**src/rtl/can_loader_pkg.sv**
```systemverilog
// can_loader_pkg: shared constants, state encoding and helpers for the
// CanCore byte-stream loader.
package can_loader_pkg;

  // Command bytes recognised in IDLE.
  localparam logic [7:0] CMD_PROG = 8'h50;
  localparam logic [7:0] CMD_DATA = 8'h44;
  localparam logic [7:0] CMD_GO   = 8'h47;

  // Payload lengths and the width of the payload byte counter.
  localparam int PROG_BYTES = 3;
  localparam int DATA_BYTES = 64;
  localparam int CNT_W      = 6;

  typedef enum logic [2:0] {
    ST_IDLE    = 3'd0,
    ST_ADDR    = 3'd1,
    ST_PAYLOAD = 3'd2,
    ST_CHECK   = 3'd3,
    ST_WRITE   = 3'd4,
    ST_GO      = 3'd5
  } loader_state_t;

  // Counter value of the final payload byte for the frame type.
  function automatic logic [CNT_W-1:0] lastCount(input logic isData);
    return isData ? CNT_W'(DATA_BYTES - 1) : CNT_W'(PROG_BYTES - 1);
  endfunction

endpackage

```
**src/rtl/can_word_assembler.sv**
```systemverilog
// can_word_assembler: little-endian byte-lane word register with a payload
// byte counter. Payload byte k lands in bits [8k+7:8k], so a program word
// is simply the low 24 bits. With CAN_LOADER_CHECKSUM_EN defined it also
// keeps the running XOR of every frame byte.
module can_word_assembler
  import can_loader_pkg::*;
#(
  parameter int WORD_W = 512
) (
  input  logic              clock,
  input  logic              reset,
  input  logic              cntClear,
  input  logic              shiftEn,
  input  logic [7:0]        byteIn,
`ifdef CAN_LOADER_CHECKSUM_EN
  input  logic              xorLoad,
  input  logic              xorEn,
  output logic [7:0]        xorAcc,
`endif
  output logic [CNT_W-1:0]  count,
  output logic [WORD_W-1:0] wordNext
);

  logic [WORD_W-1:0] word;

  // Word as it will look after this cycle, so a final byte is visible at once.
  always_comb begin
    wordNext = word;
    if (shiftEn) wordNext[{count, 3'b000} +: 8] = byteIn;
  end

  // Payload storage; contents are don't-care until a frame fills them.
  always_ff @(posedge clock) begin
    if (shiftEn) word <= wordNext;
  end

  // Payload byte counter.
  always_ff @(posedge clock or posedge reset) begin
    if (reset)         count <= '0;
    else if (cntClear) count <= '0;
    else if (shiftEn)  count <= count + 1'b1;
  end

`ifdef CAN_LOADER_CHECKSUM_EN
  // Running XOR: seeded by the command byte, folded with every later byte.
  always_ff @(posedge clock or posedge reset) begin
    if (reset)        xorAcc <= '0;
    else if (xorLoad) xorAcc <= byteIn;
    else if (xorEn)   xorAcc <= xorAcc ^ byteIn;
  end
`endif

endmodule

```
**src/rtl/can_loader.sv**
```systemverilog
// can_loader: framed byte-stream loader feeding CanCore's program and data
// memory write ports, plus the start pulse. Optional trailing XOR checksum
// on P/D frames is enabled by defining CAN_LOADER_CHECKSUM_EN.
module can_loader
  import can_loader_pkg::*;
#(
  parameter int PROG_ADDR_W = 7,
  parameter int PROG_DATA_W = 20,
  parameter int DATA_ADDR_W = 4,
  parameter int DATA_DATA_W = 512
) (
  input  logic                   clock,
  input  logic                   reset,
  input  logic                   io_in_valid,
  input  logic [7:0]             io_in_bits,
  output logic                   io_in_ready,
  output logic                   io_programMemory_write_en,
  output logic [PROG_ADDR_W-1:0] io_programMemory_write_addr,
  output logic [PROG_DATA_W-1:0] io_programMemory_write_data,
  output logic                   io_dataMemory_write_en,
  output logic [DATA_ADDR_W-1:0] io_dataMemory_write_addr,
  output logic [DATA_DATA_W-1:0] io_dataMemory_write_data,
  output logic                   io_take,
  output logic                   io_error
);

  localparam int ADDR_KEEP_W = (PROG_ADDR_W > DATA_ADDR_W) ? PROG_ADDR_W : DATA_ADDR_W;

  loader_state_t          state;
  logic                   isData;
  logic [ADDR_KEEP_W-1:0] addrReg;
  logic                   accept;
  logic                   lastByte;
  logic                   loadOut;
  logic [CNT_W-1:0]       count;
  logic [DATA_DATA_W-1:0] wordNext;
`ifdef CAN_LOADER_CHECKSUM_EN
  logic [7:0]             xorAcc;
`endif

  assign io_in_ready = (state != ST_WRITE) && (state != ST_GO);
  assign accept      = io_in_valid && io_in_ready;
  assign lastByte    = (count == lastCount(isData));

  assign io_programMemory_write_en = (state == ST_WRITE) && !isData;
  assign io_dataMemory_write_en    = (state == ST_WRITE) && isData;
  assign io_take                   = (state == ST_GO);

  can_word_assembler #(.WORD_W(DATA_DATA_W)) uAssembler (
    .clock    (clock),
    .reset    (reset),
    .cntClear (accept && (state == ST_ADDR)),
    .shiftEn  (accept && (state == ST_PAYLOAD)),
    .byteIn   (io_in_bits),
`ifdef CAN_LOADER_CHECKSUM_EN
    .xorLoad  (accept && (state == ST_IDLE)),
    .xorEn    (accept && ((state == ST_ADDR) || (state == ST_PAYLOAD))),
    .xorAcc   (xorAcc),
`endif
    .count    (count),
    .wordNext (wordNext)
  );

  // Output registers are captured on the edge that enters WRITE.
  always_comb begin
    loadOut = 1'b0;
`ifdef CAN_LOADER_CHECKSUM_EN
    if (accept && (state == ST_CHECK) && (io_in_bits == xorAcc)) loadOut = 1'b1;
`else
    if (accept && (state == ST_PAYLOAD) && lastByte) loadOut = 1'b1;
`endif
  end

  // Frame sequencing and the sticky error flag.
  always_ff @(posedge clock or posedge reset) begin
    if (reset) begin
      state    <= ST_IDLE;
      isData   <= 1'b0;
      io_error <= 1'b0;
    end else begin
      case (state)
        ST_IDLE: begin
          if (accept) begin
            if ((io_in_bits == CMD_PROG) || (io_in_bits == CMD_DATA)) begin
              state  <= ST_ADDR;
              isData <= (io_in_bits == CMD_DATA);
            end else if (io_in_bits == CMD_GO) begin
              state <= ST_GO;
            end else begin
              io_error <= 1'b1;
            end
          end
        end
        ST_ADDR: begin
          if (accept) state <= ST_PAYLOAD;
        end
        ST_PAYLOAD: begin
`ifdef CAN_LOADER_CHECKSUM_EN
          if (accept && lastByte) state <= ST_CHECK;
`else
          if (accept && lastByte) state <= ST_WRITE;
`endif
        end
`ifdef CAN_LOADER_CHECKSUM_EN
        ST_CHECK: begin
          if (accept) begin
            if (loadOut) begin
              state <= ST_WRITE;
            end else begin
              state    <= ST_IDLE;
              io_error <= 1'b1;
            end
          end
        end
`endif
        ST_WRITE: state <= ST_IDLE;
        ST_GO:    state <= ST_IDLE;
        default:  state <= ST_IDLE;
      endcase
    end
  end

  // Address byte latch; only its low bits are ever used.
  always_ff @(posedge clock) begin
    if (accept && (state == ST_ADDR)) addrReg <= io_in_bits[ADDR_KEEP_W-1:0];
  end

  // Write ports hold their last values between strobes.
  always_ff @(posedge clock or posedge reset) begin
    if (reset) begin
      io_programMemory_write_addr <= '0;
      io_programMemory_write_data <= '0;
      io_dataMemory_write_addr    <= '0;
      io_dataMemory_write_data    <= '0;
    end else if (loadOut) begin
      if (isData) begin
        io_dataMemory_write_addr <= addrReg[DATA_ADDR_W-1:0];
        io_dataMemory_write_data <= wordNext;
      end else begin
        io_programMemory_write_addr <= addrReg[PROG_ADDR_W-1:0];
        io_programMemory_write_data <= wordNext[PROG_DATA_W-1:0];
      end
    end
  end

endmodule

```
**config.mk**
```make
export PLATFORM = sky130hd
export DESIGN_NAME = can_loader
export DESIGN_NICKNAME = d
export VERILOG_FILES = /design/src/rtl/can_loader_pkg.sv /design/src/rtl/can_word_assembler.sv /design/src/rtl/can_loader.sv
export SDC_FILE = /design/constraint.sdc
export NUM_CORES = 2
export LEC_CHECK = 0
export ABC_AREA = 1
export CORE_ASPECT_RATIO = 0.9
export CORE_MARGIN = 2
export CORE_UTILIZATION = 50
export CTS_CLUSTER_DIAMETER = 50
export DETAILED_ROUTE_END_ITERATION = 12
export PLACE_DENSITY_LB_ADDON = 0.08
export SYNTH_ARGS = -nofsm -noshare
export SYNTH_HDL_FRONTEND = slang
export SYNTH_SLANG_ARGS = --single-unit
```
**constraint.sdc**
```tcl
create_clock -name clock -period 17.1 [get_ports clock]
set_clock_uncertainty 0.1 [all_clocks]
set_input_delay 1.71 -clock clock [delete_from_list [all_inputs] [get_ports clock]]
set_output_delay 1.71 -clock clock [all_outputs]
set_load 0.01 [all_outputs]
```
==> flow_summary.ini <==
[outcome]
run_status = complete, no violations

[clocking]
cts.repair.resized = 0
ctsLongestPathBuffers = 3
max_h_tree_level = 4
clk_pin_slew_ns = 0.05
tritoncts = yes
post_cts_buffers = 0
numCtsBuffers = 132
cts_hold_repair.buffers = 0
cts_root_buf = sky130_fd_sc_hd__clkbuf_16
numClockSinks = 1073
clk_latency_ns = 0.73

[global_route]
gr-usage-met1 = 0.438
globalRouteMet2Util = 0.485
grt_antenna_before_repair = 2
vias_in_the_first_global_route = 37900
grt_most_used_layer = met2
grtUsageTotal = 0.320
grt_pass1_wl_mm = 239
groute.layer.met3.usage = 0.0843
grt.overflow.total = 0
grt_max_degree = 183

[power_and_ir_drop]
max-vdd-ir-drop_v = 0.0000645
static-leakage-power_nw = 28.3
cellPowerDensity_nw_per_um2 = 116
p_sw_w = 0.00200
seq_power_share = 0.443
p_sw_frac = 0.292
clock_power_share = 0.399
cellInternalPower_w = 0.00487
comb_power_share = 0.158
p_total_w = 0.00687

[job]
drv.max_cap_violation_count = 0

[yosys]
postSynthCellCount = 5457
async_flop_share = 0.516
mappedNetlistArea_um2 = 48400
ys_ff_latch = 1073
synth_seq_area_share = 0.608
syn-num-nets = 5472
synth_edf_count = 519
library_cells_used_by_synthesis = 33
synth.yosys.warnings = 0
synth.avg_cell_area_um2 = 8.88
synth_top_flop_cell = sky130_fd_sc_hd__dfrtp_1

[timing]
fin_setup_tns_ns = 0
holdWs_ns = 0.349
slew_headroom = 0.120
timing.final.hold_violations = 0
period_minus_slack_ns = 6.93
final_max_slew_viol_count = 0
setup-violations-final = 0
grt_setup_unrepaired = false
maxClockFrequency_mhz = 144
worst-slew-pin-transition_ns = 1.32
final_min_period_over_clock_period = 0.405

[place]
place_congestion = 0.882
io_buffers = 558
placed_area_um2 = 55100
dpl.hpwl_mm = 104

[final_layout]
area_delta_synth_final_pct = 22.5
final_net_count = 5988
layout-drive-gt1-share = 0.0479
postLayoutCellArea_um2 = 59400
nFillCells = 8368
total_area_of_sequential_cells_um2 = 29400
multiInputGateArea_um2 = 15900

[detailed_routing]
detailroute.via_count = 39300
wl_per_cell_um = 21.9
detail_route.vias_per_cell = 5.36
drt.antenna.violating_nets = 0
drt_iter0_drc = 4047
remaining_drc_errors = 0
dr.pass1.iters = 6
drt-total-wl_mm = 161

[critical_path]
worst_path_max_fanout = 182
setup.worst_path.start_class = input pin
timing.reg2reg.setup_slack_ns = 11.18
nature_of_the_critical_path_endpoint = flop
required_ns = 17.64
arrival_ns = 7.47
crit_type = in2reg

[floorplan]
die_area_um2 = 99400
fp-row-count = 108
floorplan.initialDensity = 0.503
die_height_um = 299
ios = 559
coreArea_um2 = 96200
die_width_um = 332

[worst_hold_path]
timing.hold.worst.class = reg2reg
cell families after synthesis:
family,count (synthesis),share of synthesized area
AO/OA/AOI/OAI,195,0.0264
XOR/XNOR,3,0.00109
adder cells (fa/ha/maj),4,0.00103
buffers and inverters,794,0.0643
flip-flops,1073,0.608
AND/OR/NAND/NOR,3388,0.299
layout make-up:
type / instances / share of cell area
antenna: 1 / 0.0000422
clock buffer: 198 / 0.0636
clock inverter: 41 / 0.00812
inverter: 561 / 0.0357
multi-input combinational: 3590 / 0.268
sequential: 1073 / 0.496
tap: 1265 / 0.0267
timing repair buffer: 615 / 0.102
flip-flops by register name, indices dropped and copies added, names as in the netlist:
register and count:
io_dataMemory_write_data 512, uAssembler.word 512, io_programMemory_write_data 20, addrReg 7, io_programMemory_write_addr 7, uAssembler.count 6, io_dataMemory_write_addr 4, state 3
io_error 1, isData 1
cell usage in the layout, fill, tap and decap left out, drive strengths merged, types with 3 or more instances in the layout:
cell type and n:
nand4 28, nor3 16, clkbuf 198, o21a 98, nand2 2221, ha 4
dfrtp 554, o211ai 17, clkinv 26, a21oi 11, clkdlybuf4s50 558, inv 565
clkinvlp 4, buf 57, nand3 663, o21ai 63, xor2 3, o21bai 4
bufinv 7, nor2 149, and2 310, edfxtp 519
worst paths after layout:
check	from	to	cells past startpoint
min in group asynchronous	reset	io_dataMemory_write_data[500]	2
worst min-delay path	addrReg[5]	io_programMemory_write_addr[5]	2
max in group asynchronous	reset	io_dataMemory_write_data[54]	5
worst max register to register	state[0]	io_dataMemory_write_data[414]	12
worst max-delay path	io_in_valid	io_dataMemory_write_data[414]	12
worst min register to register	addrReg[5]	io_programMemory_write_addr[5]	2
power by group through the flow:
stage | Combinational (W) | Sequential, W | Clock [W]
floorplan | 0.000612 | 0.00319 | 0
global placement | 0.00105 | 0.00308 | 0
detailed placement | 0.00106 | 0.00309 | 0
CTS | 0.00107 | 0.00304 | 0.00277
global route | 0.00117 | 0.00306 | 0.00288
finish | 0.00109 | 0.00304 | 0.00274
stage by stage:
stage	setup WS (ns)	util	cells
final	10.17	0.617	7344
after global routing	9.84	0.617	7343
after CTS	10.23	0.617	7342
after floorplan	0.720	-	5457
after detailed placement	9.48	0.573	7103
after global placement	9.61	0.573	7103
critical path, cell delays in order:
cell,delay [ns]
sky130_fd_sc_hd__clkdlybuf4s50_1,0.54
sky130_fd_sc_hd__inv_1,0.11
sky130_fd_sc_hd__nor3_4,0.20
sky130_fd_sc_hd__buf_12,0.76
sky130_fd_sc_hd__nand2_1,0.27
sky130_fd_sc_hd__nor2_4,0.22
sky130_fd_sc_hd__buf_4,0.93
sky130_fd_sc_hd__buf_4,0.94
sky130_fd_sc_hd__buf_4,0.74
sky130_fd_sc_hd__buf_4,0.61
sky130_fd_sc_hd__nand3_1,0.15
sky130_fd_sc_hd__nand2_1,0.09
synth_stat cells (2+ instances only):
cell,number,area (um^2)
sky130_fd_sc_hd__buf_4,2,15.0
sky130_fd_sc_hd__o21ai_1,8,40.0
sky130_fd_sc_hd__nand2_1,2217,8320
sky130_fd_sc_hd__nand2_2,4,25.0
sky130_fd_sc_hd__o21ai_0,55,275
sky130_fd_sc_hd__and2_1,310,1940
sky130_fd_sc_hd__nor3_1,15,75.1
sky130_fd_sc_hd__inv_2,8,30.0
sky130_fd_sc_hd__nor2_4,2,22.5
sky130_fd_sc_hd__edfxtp_1,519,15600
sky130_fd_sc_hd__inv_1,549,2060
sky130_fd_sc_hd__o21bai_1,4,30.0
sky130_fd_sc_hd__a21oi_1,11,55.1
sky130_fd_sc_hd__nor2_1,132,495
sky130_fd_sc_hd__clkinv_1,4,15.0
sky130_fd_sc_hd__buf_1,11,41.3
sky130_fd_sc_hd__o211ai_1,17,128
sky130_fd_sc_hd__o21a_1,98,736
sky130_fd_sc_hd__nor2_2,15,93.8
sky130_fd_sc_hd__nand3_1,662,3310
sky130_fd_sc_hd__nand4_1,28,175
sky130_fd_sc_hd__clkbuf_1,118,443
sky130_fd_sc_hd__buf_2,102,510
sky130_fd_sc_hd__ha_1,4,50.1
sky130_fd_sc_hd__dfrtp_1,554,13900
layer usage:
layer / share of wire / routed length, um
met1: 0.42 / 67200
met2: 0.45 / 72100
met3: 0.090 / 14400
met4: 0.044 / 7090
met5: 0.0012 / 200
Note: power is estimated with default switching activity, not from simulation.
